File: src/rtl/wb_arbiter_if.sv
// Writeback arbiter bus bundle.
// Groups the ALU result input, the load response handshake, the register
// file write port and the occupancy/kill statistics.
//   master: execute/memory side (drives results, observes write port)
//   slave : the arbiter itself
interface wb_arbiter_if #(
  parameter int unsigned ad_width   = 5,
  parameter int unsigned data_width = 32,
  parameter int unsigned buf_depth  = 2
);
  localparam int unsigned cnt_w = $clog2(buf_depth) + 1;

  logic                  alu_valid;
  logic [ad_width-1:0]   alu_rd;
  logic [data_width-1:0] alu_data;
  logic                  ld_valid;
  logic                  ld_ready;
  logic [ad_width-1:0]   ld_rd;
  logic [data_width-1:0] ld_data;
  logic                  write_enable;
  logic [ad_width-1:0]   write_address;
  logic [data_width-1:0] write_data;
  logic [cnt_w-1:0]      buf_count;
  logic [7:0]            kill_count;

  modport slave (
    input  alu_valid, alu_rd, alu_data, ld_valid, ld_rd, ld_data,
    output ld_ready, write_enable, write_address, write_data, buf_count, kill_count
  );

  modport master (
    output alu_valid, alu_rd, alu_data, ld_valid, ld_rd, ld_data,
    input  ld_ready, write_enable, write_address, write_data, buf_count, kill_count
  );
endinterface

File: src/rtl/wb_arbiter.sv
// Writeback arbiter: owns the register file write port and merges the
// never-stalling ALU result with buffered load responses.
// Ports:
//   clk    rising-edge clock
//   reset  asynchronous active-high reset
//   bus    wb_arbiter_if.slave (ALU in, load valid/ready in, write port out,
//          buf_count / kill_count statistics out)
module wb_arbiter #(
  parameter int unsigned ad_width   = 5,
  parameter int unsigned data_width = 32,
  parameter int unsigned buf_depth  = 2
) (
  input  logic clk,
  input  logic reset,
  wb_arbiter_if.slave bus
);
  localparam int unsigned ptr_w = $clog2(buf_depth);
  localparam int unsigned cnt_w = $clog2(buf_depth) + 1;

  // Load buffer storage; ent_live marks occupied, not-yet-killed slots.
  logic [ad_width-1:0]   ent_rd_q   [buf_depth];
  logic [ad_width-1:0]   ent_rd_d   [buf_depth];
  logic [data_width-1:0] ent_data_q [buf_depth];
  logic [data_width-1:0] ent_data_d [buf_depth];
  logic [buf_depth-1:0]  ent_live_q, ent_live_d;

  logic [ptr_w-1:0]      wr_ptr_q, wr_ptr_d;
  logic [ptr_w-1:0]      rd_ptr_q, rd_ptr_d;
  logic [cnt_w-1:0]      count_q, count_d;
  logic                  ld_ready_q, ld_ready_d;
  logic [7:0]            kill_count_q, kill_count_d;

  logic                  write_enable_q, write_enable_d;
  logic [ad_width-1:0]   write_address_q, write_address_d;
  logic [data_width-1:0] write_data_q, write_data_d;

  logic                  push, pop;
  logic [cnt_w-1:0]      n_kill;
  logic [31:0]           kill_total;

  assign bus.ld_ready      = ld_ready_q;
  assign bus.write_enable  = write_enable_q;
  assign bus.write_address = write_address_q;
  assign bus.write_data    = write_data_q;
  assign bus.buf_count     = count_q;
  assign bus.kill_count    = kill_count_q;

  // Selection, kill and buffer bookkeeping for the next edge.
  always_comb begin
    ent_rd_d        = ent_rd_q;
    ent_data_d      = ent_data_q;
    ent_live_d      = ent_live_q;
    wr_ptr_d        = wr_ptr_q;
    rd_ptr_d        = rd_ptr_q;
    count_d         = count_q;
    write_enable_d  = 1'b0;
    write_address_d = write_address_q;
    write_data_d    = write_data_q;
    n_kill          = '0;

    // ready comes from the registered count only, so a full buffer refuses
    // a load even in a cycle where it pops.
    push = bus.ld_valid && ld_ready_q;
    pop  = !bus.alu_valid && (count_q != '0);

    if (bus.alu_valid) begin
      if (bus.alu_rd != '0) begin
        write_enable_d  = 1'b1;
        write_address_d = bus.alu_rd;
        write_data_d    = bus.alu_data;
        // Older buffered loads to the same register are now stale.
        for (int i = 0; i < int'(buf_depth); i++) begin
          if (ent_live_q[i] && (ent_rd_q[i] == bus.alu_rd)) begin
            ent_live_d[i] = 1'b0;
            n_kill        = n_kill + cnt_w'(1);
          end
        end
      end
    end else if (pop) begin
      // Killed entries and x0 targets still consume their pop slot.
      if (ent_live_q[rd_ptr_q] && (ent_rd_q[rd_ptr_q] != '0)) begin
        write_enable_d  = 1'b1;
        write_address_d = ent_rd_q[rd_ptr_q];
        write_data_d    = ent_data_q[rd_ptr_q];
      end
      ent_live_d[rd_ptr_q] = 1'b0;
      rd_ptr_d             = rd_ptr_q + ptr_w'(1);
    end

    // The pushed load is younger than this edge's ALU write; never killed.
    if (push) begin
      ent_rd_d[wr_ptr_q]   = bus.ld_rd;
      ent_data_d[wr_ptr_q] = bus.ld_data;
      ent_live_d[wr_ptr_q] = 1'b1;
      wr_ptr_d             = wr_ptr_q + ptr_w'(1);
    end

    case ({push, pop})
      2'b10:   count_d = count_q + cnt_w'(1);
      2'b01:   count_d = count_q - cnt_w'(1);
      default: count_d = count_q;
    endcase

    ld_ready_d = (count_d < cnt_w'(buf_depth));

    kill_total   = 32'(kill_count_q) + 32'(n_kill);
    kill_count_d = (kill_total > 32'd255) ? 8'd255 : 8'(kill_total);
  end

  // State and registered outputs.
  always_ff @(posedge clk or posedge reset) begin
    if (reset) begin
      for (int i = 0; i < int'(buf_depth); i++) begin
        ent_rd_q[i]   <= '0;
        ent_data_q[i] <= '0;
      end
      ent_live_q      <= '0;
      wr_ptr_q        <= '0;
      rd_ptr_q        <= '0;
      count_q         <= '0;
      ld_ready_q      <= 1'b1;
      kill_count_q    <= '0;
      write_enable_q  <= 1'b0;
      write_address_q <= '0;
      write_data_q    <= '0;
    end else begin
      ent_rd_q        <= ent_rd_d;
      ent_data_q      <= ent_data_d;
      ent_live_q      <= ent_live_d;
      wr_ptr_q        <= wr_ptr_d;
      rd_ptr_q        <= rd_ptr_d;
      count_q         <= count_d;
      ld_ready_q      <= ld_ready_d;
      kill_count_q    <= kill_count_d;
      write_enable_q  <= write_enable_d;
      write_address_q <= write_address_d;
      write_data_q    <= write_data_d;
    end
  end
endmodule

File: src/flat_wrapper.sv
// flat-port wrapper written by rule: the top's interface ports become plain ports
module wb_arbiter_flat 
#(
  parameter int unsigned ad_width   = 5,
  parameter int unsigned data_width = 32,
  parameter int unsigned buf_depth  = 2
)
  (clk, reset, bus_alu_valid, bus_alu_rd, bus_alu_data, bus_ld_valid, bus_ld_rd, bus_ld_data, bus_ld_ready, bus_write_enable, bus_write_address, bus_write_data, bus_buf_count, bus_kill_count);
  wb_arbiter_if #(.ad_width(ad_width), .data_width(data_width), .buf_depth(buf_depth)) bus_i ();
  input  logic clk;
  input  logic reset;
  input wire logic [$bits(bus_i.alu_valid)-1:0] bus_alu_valid;
  input wire logic [$bits(bus_i.alu_rd)-1:0] bus_alu_rd;
  input wire logic [$bits(bus_i.alu_data)-1:0] bus_alu_data;
  input wire logic [$bits(bus_i.ld_valid)-1:0] bus_ld_valid;
  input wire logic [$bits(bus_i.ld_rd)-1:0] bus_ld_rd;
  input wire logic [$bits(bus_i.ld_data)-1:0] bus_ld_data;
  output wire logic [$bits(bus_i.ld_ready)-1:0] bus_ld_ready;
  output wire logic [$bits(bus_i.write_enable)-1:0] bus_write_enable;
  output wire logic [$bits(bus_i.write_address)-1:0] bus_write_address;
  output wire logic [$bits(bus_i.write_data)-1:0] bus_write_data;
  output wire logic [$bits(bus_i.buf_count)-1:0] bus_buf_count;
  output wire logic [$bits(bus_i.kill_count)-1:0] bus_kill_count;
  assign bus_i.alu_valid = bus_alu_valid;
  assign bus_i.alu_rd = bus_alu_rd;
  assign bus_i.alu_data = bus_alu_data;
  assign bus_i.ld_valid = bus_ld_valid;
  assign bus_i.ld_rd = bus_ld_rd;
  assign bus_i.ld_data = bus_ld_data;
  assign bus_ld_ready = bus_i.ld_ready;
  assign bus_write_enable = bus_i.write_enable;
  assign bus_write_address = bus_i.write_address;
  assign bus_write_data = bus_i.write_data;
  assign bus_buf_count = bus_i.buf_count;
  assign bus_kill_count = bus_i.kill_count;
  wb_arbiter #(.ad_width(ad_width), .data_width(data_width), .buf_depth(buf_depth)) u_core (.clk(clk), .reset(reset), .bus(bus_i));
endmodule
File: config.mk
export PLATFORM = sky130hd
export DESIGN_NAME = wb_arbiter_flat
export DESIGN_NICKNAME = d
export VERILOG_FILES = /design/src/rtl/wb_arbiter_if.sv /design/src/rtl/wb_arbiter.sv /design/src/flat_wrapper.sv
export SDC_FILE = /design/constraint.sdc
export NUM_CORES = 1
export LEC_CHECK = 0
export BUFFER_PORTS_ARGS = -buffer_cell sky130_fd_sc_hd__buf_2
export CORE_UTILIZATION = 48
export DETAILED_ROUTE_END_ITERATION = 8
export GPL_TIMING_DRIVEN = 0
export PLACE_DENSITY = 0.71
export SLEW_MARGIN = 20
export SYNTH_ARGS = -nofsm -noshare
export SYNTH_HDL_FRONTEND = slang
export SYNTH_SLANG_ARGS = --single-unit
File: constraint.sdc
create_clock -name clk -period 7.3 [get_ports clk]
set_input_delay 1.095 -clock clk [delete_from_list [all_inputs] [get_ports clk]]
set_output_delay 1.095 -clock clk [all_outputs]
set_load 0.01 [all_outputs]
==> impl_metrics.yaml, run 1 <==
setup_path:
  worst-r2r-cell-count: 12
  cp.arrival_ns: 3.46
  timing.setup.critical_path_class: "primary input to flip-flop"
  category_of_the_worst_setup_path_capture_point: "flip-flop"
  worst_ep_required_time_ns: 7.64
  rr_startpoint: "u_core.ent_rd_q[4]"
  crit_fanout: 6
  setup.reg_to_reg.worst_slack_ns: 4.61
  cp-start-kind: "primary input"
  crit-reg2reg-capture: "u_core.bus.kill_count[0]"
place:
  dp.final_hpwl_um: 9000
  gp_congestion: 0.782
  place_ws_ns: 3.73
  dp_cells: 728
  io_buffers: 126
logic_synthesis:
  synth_warnings: 0
  netlist_area_um2: 5870
  synth_ff_type: "sky130_fd_sc_hd__dfrtp_1"
  synth_fp_nets: 537
  netlist-cell-type-count: 37
  synth.ff_latch_count: 127
  seq_area_frac_synth: 0.542
  avgSynthCellArea_um2: 12.9
  synth_enable_flop_cells: 0
  async_reset_ff_frac: 1.00
  netlist_instances: 454
die:
  die_width_um: 113
  initial_core_util: 0.491
  die_h_um: 113
  floorplan.core_area_um2: 12000
  design.portCount: 127
  die-area_um2: 12700
  row_count: 40
layout:
  most_frequent_cells_in_the_layout: "sky130_fd_sc_hd__buf_2 (131), sky130_fd_sc_hd__dfrtp_1 (126), sky130_fd_sc_hd__mux2_2 (87)"
  post_route_cells_drive_above_1_share: 0.452
  nNetsFinal: 683
  num-fill-cells: 967
  final-instance-count-excl-fill: 760
  diodes: 0
  layout.area.seq_um2: 3180
  layout_commonest_cell: "sky130_fd_sc_hd__buf_2"
  layout-area-overhead-vs-synth_pct: 24.7
  multi_input_area_um2: 2530
clock_tree:
  cts_tree: "done"
  cts_max_level: 4
  postCtsSetupRepairBufs: 0
  tritoncts_num_sinks: 127
  cts_root_buffer: "sky130_fd_sc_hd__clkbuf_16"
  post_cts_clock_slew_at_the_launch_and_capture_registers_of_the_worst_setup_and_hold_paths_ns: 0.05
  clkLatencyLatePin_ns: 0.42
  cts.path.max_buffers: 2
  numCtsBuffers: 17
  post_cts.resized_instances: 0
  cts_hold_buf: 0
power_and_ir_drop:
  fin_total_pwr_uw: 3220
  total_leakage_power_uw: 0.00356
  seqPwrFrac: 0.389
  netSwitchingPower_uw: 986
  internal_power_uw: 2230
  worst_ir_drop_vdd_v: 0.000199
  clkPwrFrac: 0.261
  p_comb_frac: 0.350
  pwr_density_cell_nw_per_um2: 440
  power.switching_fraction: 0.307
global_route:
  global_route.peak_usage_layer: "met2"
  global_route.usage.met1: 0.276
  grt_usage: 0.219
  fraction_of_met2_tracks_used_by_global_routing: 0.370
  grt_max_degree: 82
  first_pass_grt_wire_length_um: 21200
  global_route.overflow_total: 0
  grtUsageMet3: 0.0508
  via_count_of_the_first_global_routing_pass: 4221
  antenna_found_initial: 0
hold_path:
  holdPathEnd: "u_core.bus.write_data[27]"
  holdCritStartpoint: "u_core.bus.write_data[27]"
  worstHoldPathCells: 1
  hold_class: "flip-flop to flip-flop"
detailed_routing:
  drt_first_iter_violations: 184
  vias_per_cell: 5.21
  drt-pass1-iter-count: 4
  drcViolationCount: 0
  wire_per_inst_um: 16.7
  num_vias: 3962
  antenna_violating_nets_post_route: 0
  wirelength_um: 12700
timing:
  final_hold_viols: 0
  totalNegativeSetupSlack_ns: 0
  rsz0062_at_grt: "false"
  max-slew-margin-rel: 0.464
  layout_min_cycle_time_ns: 3.12
  worst_clock_skew_ns: 0.00884
  least_margin_pin_slew_ns: 0.804
  max_fclk_mhz: 320
  maxSlewViolCount: 0
  layout_setup_ws_ns: 4.18
  finalCritPeriodShare: 0.427
  setup_viol: 0
outcome:
  run_status: "completed"
run:
  max-cap-violations: 0
critical path: stages:
cell	delay (ns)
sky130_fd_sc_hd__buf_2	0.14
sky130_fd_sc_hd__xnor2_1	0.16
sky130_fd_sc_hd__nand3_1	0.12
sky130_fd_sc_hd__nor4_1	0.33
sky130_fd_sc_hd__ha_1	0.16
sky130_fd_sc_hd__and2_1	0.11
sky130_fd_sc_hd__ha_1	0.15
sky130_fd_sc_hd__inv_1	0.05
sky130_fd_sc_hd__fa_1	0.42
sky130_fd_sc_hd__nand2b_1	0.19
sky130_fd_sc_hd__nor2_1	0.15
sky130_fd_sc_hd__nand3_1	0.23
sky130_fd_sc_hd__nand2b_1	0.13
logic make-up after synthesis:
group / synth area share
XOR/XNOR: 0.0269
flip-flops: 0.542
AND/OR/NAND/NOR: 0.0569
buffers and inverters: 0.0266
AO/OA/AOI/OAI: 0.0456
multiplexers: 0.290
adder cells (fa/ha/maj): 0.0119
cell type report:
type                       count  area share
inverter                       9     0.00530
tap                          147      0.0251
clock buffer                  28      0.0761
clock inverter                 4     0.00615
multi-input combinational    293       0.346
sequential                   127       0.434
buffer                        25      0.0168
timing repair buffer         127      0.0899
synthesized netlist by cell type, types with 3 or more instances:
cell type	n	share of area
sky130_fd_sc_hd__a21oi_1	5	0.0043
sky130_fd_sc_hd__buf_1	5	0.0032
sky130_fd_sc_hd__buf_2	5	0.0043
sky130_fd_sc_hd__buf_6	3	0.0058
sky130_fd_sc_hd__clkbuf_1	12	0.0077
sky130_fd_sc_hd__dfrtp_1	126	0.54
sky130_fd_sc_hd__ha_1	4	0.0085
sky130_fd_sc_hd__inv_1	9	0.0058
sky130_fd_sc_hd__mux2_1	7	0.013
sky130_fd_sc_hd__mux2_2	87	0.17
sky130_fd_sc_hd__mux2_4	19	0.049
sky130_fd_sc_hd__mux2i_1	36	0.061
sky130_fd_sc_hd__nand2_1	49	0.031
sky130_fd_sc_hd__nand3_1	5	0.0043
sky130_fd_sc_hd__nor2_1	3	0.0019
sky130_fd_sc_hd__o21ai_0	36	0.031
sky130_fd_sc_hd__xnor2_1	10	0.015
sky130_fd_sc_hd__xor2_1	8	0.012
stage by stage:
stage,hold WS [ns],area (um^2),util
floorplan,0.461,5870,-
global placement,0.464,6680,0.559
detailed placement,0.469,6720,0.562
CTS,0.481,7320,0.612
global route,0.506,7320,0.612
finish,0.474,7320,0.612
worst max path at each step:
stage / from / endpoint / slack, ns / cells after the start
finish: bus_alu_rd[4] / u_core.bus.kill_count[0] / 4.18 / 13
global route: bus_alu_rd[4] / u_core.bus.kill_count[1] / 3.99 / 13
CTS: bus_alu_rd[4] / u_core.bus.kill_count[0] / 4.17 / 13
detailed placement: bus_alu_rd[4] / u_core.bus.kill_count[0] / 3.73 / 13
global placement: reset / u_core.bus.write_data[26] / 1.53 / 2
floorplan: reset / u_core.bus.buf_count[0] / 2.82 / 1
state kept, by name, indices dropped and copies added (netlist names):
name / count
u_core.ent_live_q: 2
u_core.ent_data_q: 64
u_core.bus.write_enable: 1
u_core.ent_rd_q: 10
u_core.bus.ld_ready: 1
u_core.bus.kill_count: 8
u_core.rd_ptr_q: 1
u_core.bus.write_data: 32
u_core.bus.buf_count: 2
u_core.wr_ptr_q: 1
u_core.bus.write_address: 5
power groups by stage:
stage               clock [uW]  combinational (uW)  sequential [uW]
global route               890                1230             1300
detailed placement           0                1140             1260
global placement             0                1100             1240
finish                     841                1130             1250
floorplan                    0                 780             1270
CTS                        857                1140             1250
routing by layer:
layer / vias up / share of wire
met3: 15 / 0.039
met1: 1980 / 0.45
li1: 1883 / -
met2: 84 / 0.50
met4: 0 / 0.014
met5: - / 0
Note: power is estimated with default switching activity, not from simulation.
==> inputs of run 2 (changes only) <==
PLACE_DENSITY = 0.74   (was 0.71)
clock period = 2.7 ns   (was 7.3 ns; I/O delays follow)
==> impl_metrics.yaml, run 2 (synthesis gave the netlist of run 1 again) <==
outcome:
  run_status: "completed"
setup_path:
  cp-start-kind: "flip-flop"
  worst-r2r-cell-count: 12
  worst_ep_required_time_ns: 3.05
  timing.setup.critical_path_class: "flip-flop to flip-flop"
  critical-path-top-cell-by-count: "sky130_fd_sc_hd__ha_1"
  cp.arrival_ns: 2.88
  crit_fanout: 6
  category_of_the_worst_setup_path_capture_point: "flip-flop"
  path_cells: "xnor2_1 -> nand3_1 -> nor4_2 -> ha_1 -> and2_1 -> ha_1 -> inv_1 -> fa_2 -> nand2b_4 -> nor2_2 -> nand3_2 -> nand2b_1"
  cpPeakStageDelay_ns: 0.42
  slowest_cell_on_the_critical_path: "sky130_fd_sc_hd__dfrtp_1"
hold_path:
  hold_class: "primary input to async pin"
timing:
  max-slew-margin-rel: 0.455
  setup_viol: 0
  layout_min_cycle_time_ns: 2.52
  maxSlewViolCount: 0
  least_margin_pin_slew_ns: 0.818
  finalCritPeriodShare: 0.935
  worst_clock_skew_ns: 0.00683
  final_hold_viols: 0
  max_fclk_mhz: 396
layout:
  layout_commonest_cell: "sky130_fd_sc_hd__buf_2"
  regMostFlops: "u_core.ent_data_q"
  final-instance-count-excl-fill: 763
  final_cell_area_um2: 7460
  layout-area-overhead-vs-synth_pct: 27.1
  nNetsFinal: 686
  most_frequent_cells_in_the_layout: "sky130_fd_sc_hd__buf_2 (131), sky130_fd_sc_hd__dfrtp_1 (126), sky130_fd_sc_hd__mux2_2 (87)"
  diodes: 0
  number_of_flip_flops_in_the_largest_register: 64
  post_route_cells_drive_above_1_share: 0.468
clock_tree:
  post_cts_clock_slew_at_the_launch_and_capture_registers_of_the_worst_setup_and_hold_paths_ns: 0.06
  tritoncts_num_sinks: 127
  cts_hold_buf: 0
  cts_tree: "done"
  cts_root_buffer: "sky130_fd_sc_hd__clkbuf_16"
  clkLatencyLatePin_ns: 0.42
  numCtsBuffers: 17
  cts.path.max_buffers: 2
  cts_max_level: 4
detailed_routing:
  wire_per_inst_um: 16.9
  drt-pass1-iter-count: 4
  wirelength_um: 12900
  num_vias: 4077
  antenna_violating_nets_post_route: 0
  vias_per_cell: 5.34
  drcViolationCount: 0
  drt_first_iter_violations: 97
global_route:
  grtUsageMet3: 0.0529
  via_count_of_the_first_global_routing_pass: 4315
  grt_usage: 0.216
  antenna_found_initial: 0
  first_pass_grt_wire_length_um: 20900
  global_route.overflow_total: 0
  global_route.usage.met1: 0.256
  fraction_of_met2_tracks_used_by_global_routing: 0.371
  global_route.peak_usage_layer: "met2"
  grt_max_degree: 36
die:
  floorplan.core_area_um2: 12000
  design.portCount: 127
  row_count: 40
  initial_core_util: 0.491
  die_width_um: 113
  die_h_um: 113
  die-area_um2: 12700
place:
  dp.final_hpwl_um: 9180
  io_buffers: 126
  gp_congestion: 0.813
  postPlaceCellArea_um2: 6750
  dp_cells: 730
power_and_ir_drop:
  pwr_density_cell_nw_per_um2: 1210
  worst_ir_drop_vdd_v: 0.000701
  total_leakage_power_uw: 0.00361
run:
  max-cap-violations: 0
[run 2: metrics by stage]
| stage | hold slack [ns] | power (uW) | setup TNS [ns] | util | setup slack, ns |
|---|---|---|---|---|---|
| floorplan | 0.461 | 5550 | 0 | - | 0.307 |
| global placement | 0.464 | 6320 | -0.778 | 0.559 | -0.0979 |
| detailed placement | 0.474 | 6490 | -0.813 | 0.564 | -0.140 |
| CTS | 0.114 | 9100 | 0 | 0.621 | 0.0397 |
| global route | 0.157 | 9540 | -0.0477 | 0.624 | -0.0204 |
| finish | 0.108 | 9050 | 0 | 0.624 | 0.176 |
[run 2: timing repair]
action                                  in CTS  in global routing
endpoints found under the setup margin       6                  7
gates resized for setup                      2                  4
pin swaps                                    0                  2
setup buffers                                0                  1
[run 2: worst paths after layout]
check	to	slack (ns)	from
max in group asynchronous	u_core.bus.ld_ready	1.94	reset
min in group clk	u_core.ent_data_q[13]	0.23	bus_ld_data[13]
max	u_core.bus.kill_count[0]	0.18	u_core.ent_rd_q[6]
max reg2reg	u_core.bus.kill_count[0]	0.18	u_core.ent_rd_q[6]
min reg2reg	u_core.bus.write_data[30]	0.48	u_core.bus.write_data[30]
min	u_core.bus.write_data[27]	0.11	reset
[run 2: per-layer routing]
layer | vias up | share of wire
met5 | - | 0
met4 | 0 | 0.023
met3 | 22 | 0.040
met2 | 103 | 0.51
met1 | 2061 | 0.43
li1 | 1891 | -
[run 2: critical path, delay by kind of cell, from the launching register on]
kind          cells  cell delay [ns]
fa+ha+maj         3             0.69
xor+xnor          1             0.16
flops             1             0.42
simple gates      7             1.14
buf+inv           1             0.05
[run 2: final cells by class]
class                           instances  area (um^2)
Fill cell                             933         4500
Sequential cell                       127         3180
Multi-Input combinational cell        293         2560
Timing Repair Buffer                  130          698
Clock buffer                           22          494
Tap cell                              147          184
Clock inverter                         10          180
Buffer                                 25          123
Inverter                                9         37.5
[run 2: report_power, final]
group	leakage (uW)	total (uW)	internal (uW)	switching, uW
sequential	0.00152	3390	2850	540
clock	0.000328	2570	1760	813
combinational	0.00176	3090	1720	1370
==> inputs of run 3 (changes only) <==
REMOVE_ABC_BUFFERS = 1   (was unset)
==> impl_metrics.yaml, run 3 (synthesis gave the netlist of run 1 again) <==
layout:
  final_cell_area_um2: 7300
  num-fill-cells: 964
  regMostFlops: "u_core.ent_data_q"
  number_of_flip_flops_in_the_largest_register: 64
  layout.area.seq_um2: 3180
  diodes: 0
  layout-area-overhead-vs-synth_pct: 24.4
  most_frequent_cells_in_the_layout: "sky130_fd_sc_hd__buf_2 (125), sky130_fd_sc_hd__dfrtp_1 (125), sky130_fd_sc_hd__mux2_2 (87)"
  post_route_cells_drive_above_1_share: 0.482
  nNetsFinal: 667
  multi_input_area_um2: 2580
detailed_routing:
  antenna_violating_nets_post_route: 0
  wirelength_um: 11900
  num_vias: 3911
  drt-pass1-iter-count: 4
  wire_per_inst_um: 16.0
  vias_per_cell: 5.26
  drcViolationCount: 0
  drt_first_iter_violations: 167
die:
  row_count: 40
  initial_core_util: 0.491
  die-area_um2: 12700
  design.portCount: 127
  floorplan.core_area_um2: 12000
  die_h_um: 113
  die_width_um: 113
global_route:
  antenna_found_initial: 0
  grt_usage: 0.204
  first_pass_grt_wire_length_um: 20000
  via_count_of_the_first_global_routing_pass: 4186
  global_route.overflow_total: 0
  grt_max_degree: 77
clock_tree:
  cts_tree: "done"
  cts.path.max_buffers: 2
  post_cts_clock_slew_at_the_launch_and_capture_registers_of_the_worst_setup_and_hold_paths_ns: 0.06
  tritoncts_num_sinks: 127
  numCtsBuffers: 17
  cts_max_level: 4
  clkLatencyLatePin_ns: 0.41
  cts_root_buffer: "sky130_fd_sc_hd__clkbuf_16"
setup_path:
  cp-start-kind: "flip-flop"
  worst_ep_required_time_ns: 2.99
  cpPeakStageDelay_ns: 0.91
  timing.setup.critical_path_class: "flip-flop to flip-flop"
  slowest_cell_on_the_critical_path: "sky130_fd_sc_hd__dfrtp_4"
  worst-r2r-cell-count: 6
  critical_path_buf_inv_count: 2
  category_of_the_worst_setup_path_capture_point: "flip-flop"
  timing.critical_path.max_delay_family: "flip-flops"
  setup.reg_to_reg.worst_slack_ns: 0.20
  rr_startpoint: "u_core.rd_ptr_q"
  path_cells: "or4b_1 -> o22ai_1 -> a22oi_2 -> buf_8 -> buf_6 -> mux2_1"
  crit-reg2reg-capture: "u_core.bus.write_data[27]"
  cp.arrival_ns: 2.79
  crit_fanout: 43
power_and_ir_drop:
  pwr_density_cell_nw_per_um2: 1180
  power.switching_fraction: 0.314
  p_comb_frac: 0.339
  seqPwrFrac: 0.413
  netSwitchingPower_uw: 2700
  clkPwrFrac: 0.248
  internal_power_uw: 5900
  total_leakage_power_uw: 0.00354
  worst_ir_drop_vdd_v: 0.000589
run:
  max-cap-violations: 0
timing:
  max-slew-margin-rel: 0.332
  finalCritPeriodShare: 0.924
  layout_min_cycle_time_ns: 2.50
  final_hold_viols: 0
  max_fclk_mhz: 401
  worst_clock_skew_ns: 0.00774
  maxSlewViolCount: 0
  setup_viol: 0
  least_margin_pin_slew_ns: 1.00
  whs_ns: 0.0737
  rsz0062_at_grt: "false"
place:
  io_buffers: 126
  postPlaceCellArea_um2: 6660
  gp_congestion: 0.760
  dp.final_hpwl_um: 7770
outcome:
  run_status: "completed"
hold_path:
  hold_class: "primary input to async pin"
==> run 3: through the flow <==
step / utilization / total power (uW) / cells / setup WS (ns) / setup TNS (ns)
floorplan: - / 5500 / 429 / -1.16 / -179.04
global placement: 0.549 / 6280 / 702 / -2.40 / -397.62
detailed placement: 0.557 / 6440 / 707 / -0.577 / -15.41
CTS: 0.607 / 8660 / 741 / 0.0163 / 0
global route: 0.610 / 9130 / 743 / 0.00326 / 0
finish: 0.610 / 8610 / 743 / 0.204 / 0
==> run 3: power groups by stage <==
| stage | logic [uW] | registers, uW | clock network [uW] |
|---|---|---|---|
| global placement | 2790 | 3490 | 0 |
| CTS | 2920 | 3560 | 2180 |
| finish | 2920 | 3560 | 2140 |
| floorplan | 1950 | 3550 | 0 |
| detailed placement | 2860 | 3580 | 0 |
| global route | 3190 | 3690 | 2250 |
==> run 3: worst register-to-register path: cells and delay by family (launching register included) <==
kind	cells	cell delay [ns]
AO/OA/AOI/OAI	2	0.27
buffers and inverters	2	0.35
flip-flops	1	0.91
multiplexers	1	0.32
AND/OR/NAND/NOR	1	0.53
==> run 3: repair_timing <==
| item | 4_1_cts | 5_1_grt |
|---|---|---|
| resized for setup | 3 | 6 |
| setup buffers | 3 | 2 |
| hold buffers | 0 | 0 |
| endpoints found under the setup margin | 29 | 8 |
| pin swaps | 1 | 6 |
==> run 3: worst max path at each step <==
stage / from / to / depth (start not counted)
after global placement: u_core.rd_ptr_q / u_core.bus.write_data[21] / 4
after detailed placement: bus_alu_valid / u_core.bus.kill_count[0] / 11
after CTS: u_core.ent_rd_q[0] / u_core.bus.kill_count[0] / 12
final: u_core.rd_ptr_q / u_core.bus.write_data[27] / 6
after floorplan: u_core.rd_ptr_q / u_core.bus.write_address[4] / 4
after global routing: u_core.ent_rd_q[5] / u_core.bus.kill_count[0] / 12
==> run 3: layer usage <==
layer | vias to the layer above | routed length, um | track usage
li1 | 1852 | - | -
met1 | 1943 | 5090 | 0.241
met2 | 99 | 6010 | 0.346
met3 | 17 | 570 | 0.0594
met4 | 0 | 189 | 0.0898
met5 | - | 0 | 0
==> run 3: area by class of cell <==
cell class | instances | share of cell area
Inverter | 9 | 0.00531
Sequential cell | 127 | 0.436
Timing Repair Buffer | 136 | 0.103
Clock buffer | 21 | 0.0644
Tap cell | 147 | 0.0252
Clock inverter | 10 | 0.0122
Multi-Input combinational cell | 293 | 0.353
